--- src/rtl/hack_pkg.sv ---
// Shared definitions for the Hack data-RAM arbiter: word size, owner
// encoding and the arbiter state encoding.
package hack_pkg;

  // Hack machine word width.
  localparam int N = 16;

  // Owner encoding used for last-grant tracking and read-return steering.
  localparam logic OWN_CPU  = 1'b0;
  localparam logic OWN_HOST = 1'b1;

  // Arbiter state encoding (who owned the RAM in the previous cycle).
  localparam logic [1:0] ENC_IDLE  = 2'd0;
  localparam logic [1:0] ENC_CPU   = 2'd1;
  localparam logic [1:0] ENC_HOST  = 2'd2;
  localparam logic [1:0] ENC_HLOCK = 2'd3;

  typedef enum logic [1:0] {
    ST_IDLE  = ENC_IDLE,
    ST_CPU   = ENC_CPU,
    ST_HOST  = ENC_HOST,
    ST_HLOCK = ENC_HLOCK
  } arb_state_e;

  // Wait counters only need to reach MAX_WAIT, which is at most 15.
  localparam int WAIT_W = 4;

endpackage

--- src/rtl/hack_ram_arbiter_sat_wait_counter.sv ---
// Saturating count of consecutive denied cycles for one requester.
module sat_wait_counter #(
  parameter int WIDTH = 4,
  parameter int MAX   = 4
) (
  input  logic clk,
  input  logic rst,
  input  logic inc,
  input  logic clr,
  output logic at_max
);

  localparam logic [WIDTH-1:0] MAX_V = WIDTH'(MAX);

  logic [WIDTH-1:0] count_q;
  logic [WIDTH-1:0] count_d;

  // Next count: clear wins, otherwise step up until the ceiling.
  always_comb begin
    count_d = count_q;
    if (clr) begin
      count_d = '0;
    end else if (inc && (count_q != MAX_V)) begin
      count_d = count_q + WIDTH'(1);
    end
  end

  // Count register, cleared by the asynchronous reset.
  always_ff @(posedge clk or negedge rst) begin
    if (!rst) begin
      count_q <= '0;
    end else begin
      count_q <= count_d;
    end
  end

  assign at_max = (count_q == MAX_V);

endmodule

--- src/rtl/hack_ram_arbiter.sv ---
// Arbiter sharing the single-port Hack data RAM between the CPU data port
// and a host port. One access per cycle; the losing CPU is stalled.
//
// state    | meaning
// ---------+------------------------------------------------
// ST_IDLE  | nobody owned the RAM last cycle
// ST_CPU   | CPU won last cycle
// ST_HOST  | host won last cycle without lock
// ST_HLOCK | host won last cycle holding host_lock (burst)
module hack_ram_arbiter
  import hack_pkg::*;
#(
  parameter int AW       = 16,
  parameter int DW       = N,
  parameter int MAX_WAIT = 4
) (
  input  logic          clk,
  input  logic          rst,
  input  logic          cpu_req,
  input  logic          cpu_we,
  input  logic [AW-1:0] cpu_addr,
  input  logic [DW-1:0] cpu_wdata,
  output logic          cpu_stall,
  output logic          cpu_rvalid,
  input  logic          host_req,
  input  logic          host_we,
  input  logic [AW-1:0] host_addr,
  input  logic [DW-1:0] host_wdata,
  input  logic          host_lock,
  output logic          host_gnt,
  output logic          host_rvalid,
  output logic [DW-1:0] rdata,
  output logic          ram_en,
  output logic          ram_we,
  output logic [AW-1:0] ram_addr,
  output logic [DW-1:0] ram_wdata,
  input  logic [DW-1:0] ram_rdata
);

  arb_state_e state_q;
  logic       last_gnt_q;
  logic       rd_valid_q;
  logic       rd_owner_q;

  logic       cpu_win;
  logic       host_win;
  logic       cpu_at_max;
  logic       host_at_max;

  // Winner selection. While reset is asserted nobody is granted, so the CPU
  // sees a stall for as long as it requests.
  always_comb begin
    cpu_win  = 1'b0;
    host_win = 1'b0;
    if (rst) begin
      if (cpu_req && !host_req) begin
        cpu_win = 1'b1;
      end else if (host_req && !cpu_req) begin
        host_win = 1'b1;
      end else if (cpu_req && host_req) begin
        // Starvation limits override the lock; the CPU limit is checked
        // first so a locked burst can never shut the CPU out indefinitely.
        if (cpu_at_max) begin
          cpu_win = 1'b1;
        end else if (host_at_max) begin
          host_win = 1'b1;
        end else if (state_q == ST_HLOCK) begin
          host_win = 1'b1;
        end else if (last_gnt_q == OWN_HOST) begin
          cpu_win = 1'b1;
        end else begin
          host_win = 1'b1;
        end
      end
    end
  end

  // Per-side starvation counters: count denied cycles, reset on grant or
  // when the side stops asking.
  sat_wait_counter #(
    .WIDTH (WAIT_W),
    .MAX   (MAX_WAIT)
  ) u_cpu_wait (
    .clk    (clk),
    .rst    (rst),
    .inc    (cpu_req & ~cpu_win),
    .clr    (~cpu_req | cpu_win),
    .at_max (cpu_at_max)
  );

  sat_wait_counter #(
    .WIDTH (WAIT_W),
    .MAX   (MAX_WAIT)
  ) u_host_wait (
    .clk    (clk),
    .rst    (rst),
    .inc    (host_req & ~host_win),
    .clr    (~host_req | host_win),
    .at_max (host_at_max)
  );

  // Ownership FSM, last-grant memory and read-return tracking. Reset clears
  // rd_valid_q asynchronously, so a read in flight at reset never returns.
  always_ff @(posedge clk or negedge rst) begin
    if (!rst) begin
      state_q    <= ST_IDLE;
      last_gnt_q <= OWN_HOST;
      rd_valid_q <= 1'b0;
      rd_owner_q <= OWN_CPU;
    end else begin
      if (cpu_win) begin
        state_q    <= ST_CPU;
        last_gnt_q <= OWN_CPU;
      end else if (host_win) begin
        state_q    <= host_lock ? ST_HLOCK : ST_HOST;
        last_gnt_q <= OWN_HOST;
      end else begin
        state_q    <= ST_IDLE;
      end
      rd_valid_q <= (cpu_win & ~cpu_we) | (host_win & ~host_we);
      rd_owner_q <= host_win ? OWN_HOST : OWN_CPU;
    end
  end

  // RAM port mux: the winner drives the macro, otherwise everything is zero.
  always_comb begin
    ram_en    = 1'b0;
    ram_we    = 1'b0;
    ram_addr  = '0;
    ram_wdata = '0;
    if (cpu_win) begin
      ram_en    = 1'b1;
      ram_we    = cpu_we;
      ram_addr  = cpu_addr;
      ram_wdata = cpu_wdata;
    end else if (host_win) begin
      ram_en    = 1'b1;
      ram_we    = host_we;
      ram_addr  = host_addr;
      ram_wdata = host_wdata;
    end
  end

  assign cpu_stall   = cpu_req & ~cpu_win;
  assign host_gnt    = host_win;
  assign cpu_rvalid  = rd_valid_q & (rd_owner_q == OWN_CPU);
  assign host_rvalid = rd_valid_q & (rd_owner_q == OWN_HOST);
  assign rdata       = (cpu_rvalid | host_rvalid) ? ram_rdata : '0;

endmodule

--- config.mk ---
export PLATFORM = sky130hd
export DESIGN_NAME = hack_ram_arbiter
export DESIGN_NICKNAME = d
export VERILOG_FILES = /design/src/rtl/hack_pkg.sv /design/src/rtl/hack_ram_arbiter_sat_wait_counter.sv /design/src/rtl/hack_ram_arbiter.sv
export SDC_FILE = /design/constraint.sdc
export NUM_CORES = 1
export LEC_CHECK = 0
export ABC_AREA = 1
export BUFFER_PORTS_ARGS = -buffer_cell sky130_fd_sc_hd__buf_2
export CORE_MARGIN = 2
export CORE_UTILIZATION = 34
export DETAILED_ROUTE_END_ITERATION = 10
export PLACE_DENSITY = 0.78
export SYNTH_ARGS = -nofsm -noshare
export SYNTH_HDL_FRONTEND = slang
export SYNTH_SLANG_ARGS = --single-unit
--- constraint.sdc ---
create_clock -name clk -period 1.34 [get_ports clk]
set_input_delay 0 -clock clk [delete_from_list [all_inputs] [get_ports clk]]
set_output_delay 0 -clock clk [all_outputs]
set_load 0.02 [all_outputs]
==> run_results.csv, run 1 <==
group,metric,value,unit
yosys,ys_ff_latch,13,
yosys,synth_fp_nets,319,
timing,period_needed,1.614,ns
clock_network,cts.htree.levels,1,
detailed_routing,wl_per_cell,12.16,um
final_layout,nets,473,
yosys,syn-mean-instance-area,6.728,um2
floorplan,ios,141,
floorplan,initial_core_util,0.3523,
final_layout,drive_gt1_frac,0.6142,
placed_design,gp_congestion,0.7878,
clock_network,cts-root-buf,"clkbuf_8",
timing,finalWorstSetupSlack,-0.2741,ns
setup_path,critical_path_class,"register to primary output",
final_layout,final_cell_mix,"121 x buf_2, 62 x nand3_1, 30 x nand2_2",
global_route,grt.total_usage,0.2062,
timing,post-route-period-util,1.205,
setup_path,worstPathCellList,"inv_2 > ha_4 > nand3_4 > nand2_4 > nand3_4 > buf_12 > nand3_1 > nand2_2 > buf_2",
timing,worst_slew_pin_slew,0.3211,ns
timing,fin_skew,0.001573,ns
timing,setup-violations-final,45,
setup_path,crit_arrival,1.61,ns
global_route,busiest_layer,"met2",
final_layout,final_common_cell,"buf_2",
setup_path,worstSetupStartpoint,"u_host_wait.count_q[0]",
global_route,grt.overflow.total,0,
setup_path,reg2reg_slack,-0.12,ns
min_path,min_path_type,"primary input to register",
setup_path,r2r-start,"u_host_wait.count_q[0]",
clock_network,cts_tree,"done",
pwr,power,1.987,mW
timing,rsz0062_at_grt,"true",
setup_path,reg2reg_depth,10,
final_layout,syn_to_final_growth,73.49,%
detailed_routing,ant_nets,0,
timing,hold_viol_final,0,
detailed_routing,vias,2100,
placed_design,dp_hpwl,3886,um
setup_path,cp.required,1.34,ns
detailed_routing,via_per_inst,4.850,
pwr,ir_worst_vdd,0.0003583,V
global_route,use_met3,0.02279,
global_route,grt_max_degree,37,
timing,fmax,0.6195,GHz
clock_network,clock-sinks,13,
floorplan,dieArea,5065,um2
setup_path,end_kind,"primary output",
final_layout,fillerInstances,410,
global_route,grt_pass1_wl,8459,um
clock_network,clk_pin_slew_worst_paths,0.05,ns
final_layout,insertedDiodeCount,0,
run_status,violations,"negative setup slack",
clock_network,clock_path_buffers,2,
run,maxCapViolations,0,
global_route,grt_use_met1,0.2193,
setup_path,slowest_delay,0.38,ns
global_route,grt_pass1_vias,1996,
yosys,ys_seq_area_frac,0.2129,
floorplan,die_w,71.17,um
setup_path,endpoint,"ram_wdata[14]",
setup_path,startpoint_type,"register",
detailed_routing,wl,5266,um
pwr,power_density,746.7,nW/um2
yosys,ys_types,29,
setup_path,critPathSlowestCell,"dfrtp_1",
detailed_routing,drc,0,
timing,slew_violations,0,
yosys,ys_warn_count,0,
final_layout,postLayoutCoreUtil,0.6112,
global_route,antenna_found_initial,0,
timing,slew_headroom,0.7859,
run_status,outcome,"finished, violations left",
floorplan,core,4354,um2
setup_path,r2r-end,"u_cpu_wait.count_q[1]",
min_path,hold_path_depth,4,
clock_network,cts-buffers-inserted,3,
placed_design,port_buffers,140,
pwr,leakage,1.633,nW
floorplan,num_rows,24,
setup_path,path_max_fanout,13,
yosys,syn_area,1534,um2
detailed_routing,drt_iter0_drc,63,
yosys,synthCells,228,
global_route,met2_usage,0.4033,
setup_path,crit_path_frequent_cell,"nand3_4",
detailed_routing,dr.pass1.iters,4,
floorplan,die_h,71.17,um
clock_network,clk_latency,0.25,ns
==> flip-flops by register name, summed over array words and instances (netlist names) <==
signal,count
rd_valid_q,1
last_gnt_q,1
u_host_wait.count_q,4
u_cpu_wait.count_q,4
rd_owner_q,1
state_q,2
==> area by class of cell <==
class | instances | area [um2] | share of cell area
clock buffers | 4 | 45.04 | 0.01693
repair buffers | 161 | 982.2 | 0.3691
inverters | 35 | 131.4 | 0.04937
multi-input cells | 168 | 1110 | 0.4170
well taps | 52 | 65.06 | 0.02445
flip-flops and latches | 13 | 327.8 | 0.1232
==> report_power, final <==
| part | internal [mW] | switching, mW | total, mW | leakage (nW) |
|---|---|---|---|---|
| clock network | 0.210 | 0.144 | 0.354 | 0.0228 |
| logic | 0.503 | 0.658 | 1.16 | 1.44 |
| registers | 0.434 | 0.0372 | 0.472 | 0.169 |
| total | 1.15 | 0.840 | 1.99 | 1.63 |
==> kinds of logic after synthesis <==
group           count (synthesis)  synth area share
flops                          13            0.2129
buf+inv                        49            0.1737
mux                             1          0.006526
xor+xnor                        4           0.02284
simple gates                  149            0.5245
fa+ha+maj                       4           0.03263
compound gates                  8           0.02692
==> metrics by stage <==
step	hold slack (ns)	cells	TNS, ns	setup WS, ns	instance area, um2
floorplan	-0.2956	228	0	0.001216	1609
global placement	-0.03424	420	-2.974	-0.08739	2395
detailed placement	-0.02652	420	-3.948	-0.1258	2395
CTS	0.02328	434	-10.33	-0.2955	2605
global route	0.03773	433	-14.00	-0.3918	2661
finish	0.03548	433	-9.693	-0.2741	2661
==> timing repair <==
action                     4_1_cts  5_1_grt
gates cloned                     2        0
pin swaps                        3        2
hold endpoints to repair        15        0
buffers inserted                 5        0
hold buffers                     3        0
resized for setup               25       22
setup endpoints to repair       45       52
==> cells in the mapped netlist, drive strengths merged <==
master / count / area [um2]
nor2: 10 / 55.05
inv: 33 / 123.9
clkinv: 2 / 7.510
xor2: 4 / 35.03
dfrtp: 12 / 300.3
mux2i: 1 / 10.01
a21oi: 3 / 15.01
nand3: 73 / 435.4
a31oi: 1 / 6.260
dfstp: 1 / 26.28
o21ai: 4 / 20.02
ha: 4 / 50.05
nand2: 65 / 307.8
nand4: 1 / 6.260
buf: 11 / 113.9
clkbuf: 3 / 21.27
==> per-layer routing <==
layer	share of wire	up-vias
met5	0	-
met1	0.36	943
met4	0.021	0
met2	0.54	111
li1	-	1036
met3	0.080	10
==> how the worst min path moves through the flow <==
| stage | startpoint | endpoint | slack (ns) |
|---|---|---|---|
| finish | host_we | rd_valid_q | 0.04 |
| global route | host_we | rd_valid_q | 0.04 |
| CTS | host_we | rd_valid_q | 0.02 |
| detailed placement | rst | u_cpu_wait.count_q[3] | -0.03 |
| global placement | rst | u_cpu_wait.count_q[2] | -0.03 |
| floorplan | rst | rd_owner_q | -0.30 |
==> critical path: cells and delay by family (launching register included) <==
family,cells,cell delay [ns]
and+or+nand+nor,5,0.42
DFF,1,0.38
buffers and inverters,3,0.41
adders and majority gates,1,0.15
(Power assumes the default switching activity.)
==> run 2, diff against run 1 <==
- CORE_UTILIZATION: 34 -> 33
- PLACE_DENSITY: 0.78 -> 0.77
- SYNTH_HIERARCHICAL: not set -> 1
==> run_results.csv, run 2 <==
group,metric,value,unit
run_status,outcome,"finished, violations left",
floorplan,ios,141,
yosys,synth_fa_ha_area_frac,0.03381,
setup_path,r2r-end,"u_host_wait/count_q[1]",
placed_design,placed_cells,449,
yosys,syn_area,1480,um2
detailed_routing,wl_met3,492,um
placed_design,place_area,2524,um2
final_layout,final_cell_mix,"105 x buf_2, 58 x nand3_1, 40 x buf_6",
yosys,synth_edf_count,0,
floorplan,core,4324,um2
yosys,synth_fp_nets,338,
clock_network,cts.htree.levels,1,
timing,rsz0062_at_grt,"true",
pwr,internal_power,1.211,mW
floorplan,dieArea,5037,um2
detailed_routing,met1_length,2365,um
min_path,hold_path_depth,4,
pwr,p_clk_frac,0.187,
setup_path,reg2reg_depth,16,
yosys,synth_top_area_cell,"nand3_1",
yosys,synthXorXnorAreaFrac,0,
global_route,grt_pass1_vias,2168,
detailed_routing,ant_nets,0,
floorplan,num_rows,24,
global_route,grt_max_degree,36,
yosys,ys_types,19,
timing,post-route-period-util,1.427,
final_layout,insertedDiodeCount,0,
detailed_routing,drt_iter0_drc,133,
detailed_routing,wl_per_cell,14.32,um
final_layout,final_common_cell,"buf_2",
placed_design,gp_congestion,0.7988,
timing,hold_viol_final,0,
pwr,ir_worst_vdd,0.0005461,V
detailed_routing,wl,6729,um
timing,slew_violations,0,
detailed_routing,met2_length,3737,um
run_status,violations,"negative setup slack",
yosys,synth_top_family_by_area,"simple AND/OR/NAND/NOR gates",
run,maxCapViolations,0,
final_layout,drive_gt1_frac,0.6507,
pwr,switchingPower,0.7786,mW
yosys,synthMuxAreaShare,0,
timing,slew_headroom,0.7798,
yosys,synthMostInstantiatedCell,"nand2_1",
pwr,swShare,0.3913,
yosys,yosys_most_used_dff,"dfrtp_1",
final_layout,syn_to_final_growth,117.0,%
timing,finalWorstSetupSlack,-0.5722,ns
setup_path,startpoint_type,"register",
timing,setup-violations-final,48,
yosys,yosys.area.top_type_share,0.2468,
timing,fin_skew,0.005815,ns
clock_network,clock-sinks,13,
setup_path,cp.required,1.51,ns
detailed_routing,dr.pass1.iters,4,
placed_design,port_buffers,140,
pwr,leakage,1.872,nW
setup_path,critPathSlowestCell,"dfrtp_1",
yosys,synthCells,247,
global_route,grt_pass1_wl,9977,um
min_path,min_path_type,"primary input to register",
setup_path,crit_arrival,2.08,ns
yosys,ys_warn_count,6,
yosys,ys_ff_latch,13,
pwr,p_seq_frac,0.222,
final_layout,fillerInstances,318,
clock_network,cts-buffers-inserted,3,
setup_path,crit_path_frequent_cell,"inv_2",
detailed_routing,vias,2339,
yosys,synth_area_leaders,"nand3_1 25%, dfrtp_1 20%, nand2_1 20%",
floorplan,die_h,70.97,um
detailed_routing,drc,0,
global_route,grt.total_usage,0.2459,
floorplan,die_w,70.97,um
global_route,antenna_found_initial,0,
pwr,combPwrFrac,0.592,
clock_network,clk_latency,0.25,ns
setup_path,path_max_fanout,5,
detailed_routing,via_per_inst,4.977,
final_layout,reg.largest.list,"u_cpu_wait/count_q (4), u_host_wait/count_q (4), state_q (2)",
final_layout,nets,510,
yosys,synth-simple-area-share,0.5528,
detailed_routing,highest_layer,"met4",
setup_path,end_kind,"register",
global_route,grt.overflow.total,0,
yosys,synth-compound-area-share,0.02029,
timing,fmax,0.5229,GHz
setup_path,reg2reg_slack,-0.57,ns
clock_network,clock_path_buffers,2,
final_layout,fin_area,3212,um2
pwr,power_density,619.5,nW/um2
floorplan,initial_core_util,0.3423,
yosys,ys_seq_area_frac,0.2206,
setup_path,worstSetupStartpoint,"u_host_wait/count_q[1]",
min_path,hp-start,"cpu_we",
timing,period_needed,1.912,ns
yosys,synth_common_cells,"77 x nand2_1, 73 x nand3_1, 36 x inv_1",
clock_network,clk_pin_slew_worst_paths,0.06,ns
clock_network,cts_tree,"done",
setup_path,worstPathCellList,"inv_2 > ha_4 > nand2_4 > nor2_4 > inv_2 > nand3_4 > nand2_4 > nand2_8 > buf_12 > nand2_8 > nand2_4 > inv_2 > inv_2 > nor2_4 > nand3_2 > o21ai_1",
setup_path,critical_path_class,"register to register",
final_layout,fin_cells,470,
yosys,async_reset_ff_frac,1.000,
clock_network,cts-root-buf,"clkbuf_8",
min_path,hold-path-endpoint,"rd_valid_q",
setup_path,r2r-start,"u_host_wait/count_q[1]",
timing,worst_slew_pin_slew,0.3292,ns
setup_path,slowest_delay,0.36,ns
yosys,syn-mean-instance-area,5.993,um2
placed_design,dp_hpwl,4096,um
## run 2: changes by cell type in the layout (fill, tap and decap cells not counted), sizes merged, moves of 3 or more
cell	previous run	this run
nand4	1	6
buf	158	179
nand3	73	78
nand2	67	79
nor2	10	7
xor2	4	0
a21oi	3	0
inv	33	36
## run 2: power by group through the flow
stage | combinational (mW) | clock (mW) | sequential, mW
6_report | 1.18 | 0.372 | 0.441
5_1_grt | 1.25 | 0.388 | 0.444
4_1_cts | 1.08 | 0.370 | 0.440
3_5_place_dp | 0.829 | 0 | 0.445
3_3_place_gp | 0.815 | 0 | 0.444
2_1_floorplan | 0.485 | 0 | 0.437
## run 2: worst max path at each step
stage                        endpoint  cells past startpoint
6_report       u_host_wait/count_q[1]                     16
3_5_place_dp    u_cpu_wait/count_q[3]                     15
5_1_grt        u_host_wait/count_q[1]                     16
3_3_place_gp    u_cpu_wait/count_q[2]                     15
2_1_floorplan   u_cpu_wait/count_q[3]                     15
4_1_cts                  ram_addr[15]                     13
## run 2: logic make-up (layout without fill, tap and decap cells)
family | count (synthesis) | count (layout)
buffers and inverters | 52 | 223
adders and majority gates | 4 | 4
and+or+nand+nor | 172 | 172
AOI/OAI and AO/OA | 6 | 6
DFF | 13 | 13
## run 2: per-layer routing
layer,up-vias,track usage
met1,1065,0.2746
met4,0,0.07547
met5,-,0
met2,119,0.4590
li1,1138,-
met3,17,0.05698
## run 2: per-stage QoR
stage	setup TNS [ns]	hold WS [ns]	power, mW	utilization	worst slack [ns]
2_1_floorplan	-6.973	-0.2956	0.9220	-	-0.3649
3_3_place_gp	-10.09	-0.1495	1.259	0.5836	-0.2717
3_5_place_dp	-12.25	-0.1441	1.274	0.5836	-0.3262
4_1_cts	-19.50	0.002638	1.886	0.6999	-0.4811
5_1_grt	-26.36	0.008302	2.087	0.7428	-0.6517
6_report	-22.32	0.008417	1.990	0.7428	-0.5722
## run 2: repair_timing
action	4_1_cts	5_1_grt
cloned	3	1
endpoints found under the setup margin	48	62
hold buffers	1	0
pin swaps	9	18
hold endpoints to repair	13	0
resized for setup	96	27
setup buffers	7	6
## run 2: critical path: cells and delay by family (launching register included)
kind | cells | cell delay [ns]
compound gates | 1 | 0.12
fa+ha+maj | 1 | 0.16
buf+inv | 5 | 0.37
flops | 1 | 0.36
simple gates | 9 | 0.80
## run 2: area by class of cell
| cell class | count | area, um2 | area share |
|---|---|---|---|
| Tap cell | 52 | 65.06 | 0.02026 |
| Inverter | 38 | 150.1 | 0.04675 |
| Clock buffer | 4 | 45.04 | 0.01402 |
| Timing Repair Buffer | 181 | 1421 | 0.4425 |
| Sequential cell | 13 | 327.8 | 0.1021 |
| Multi-Input combinational cell | 182 | 1202 | 0.3744 |
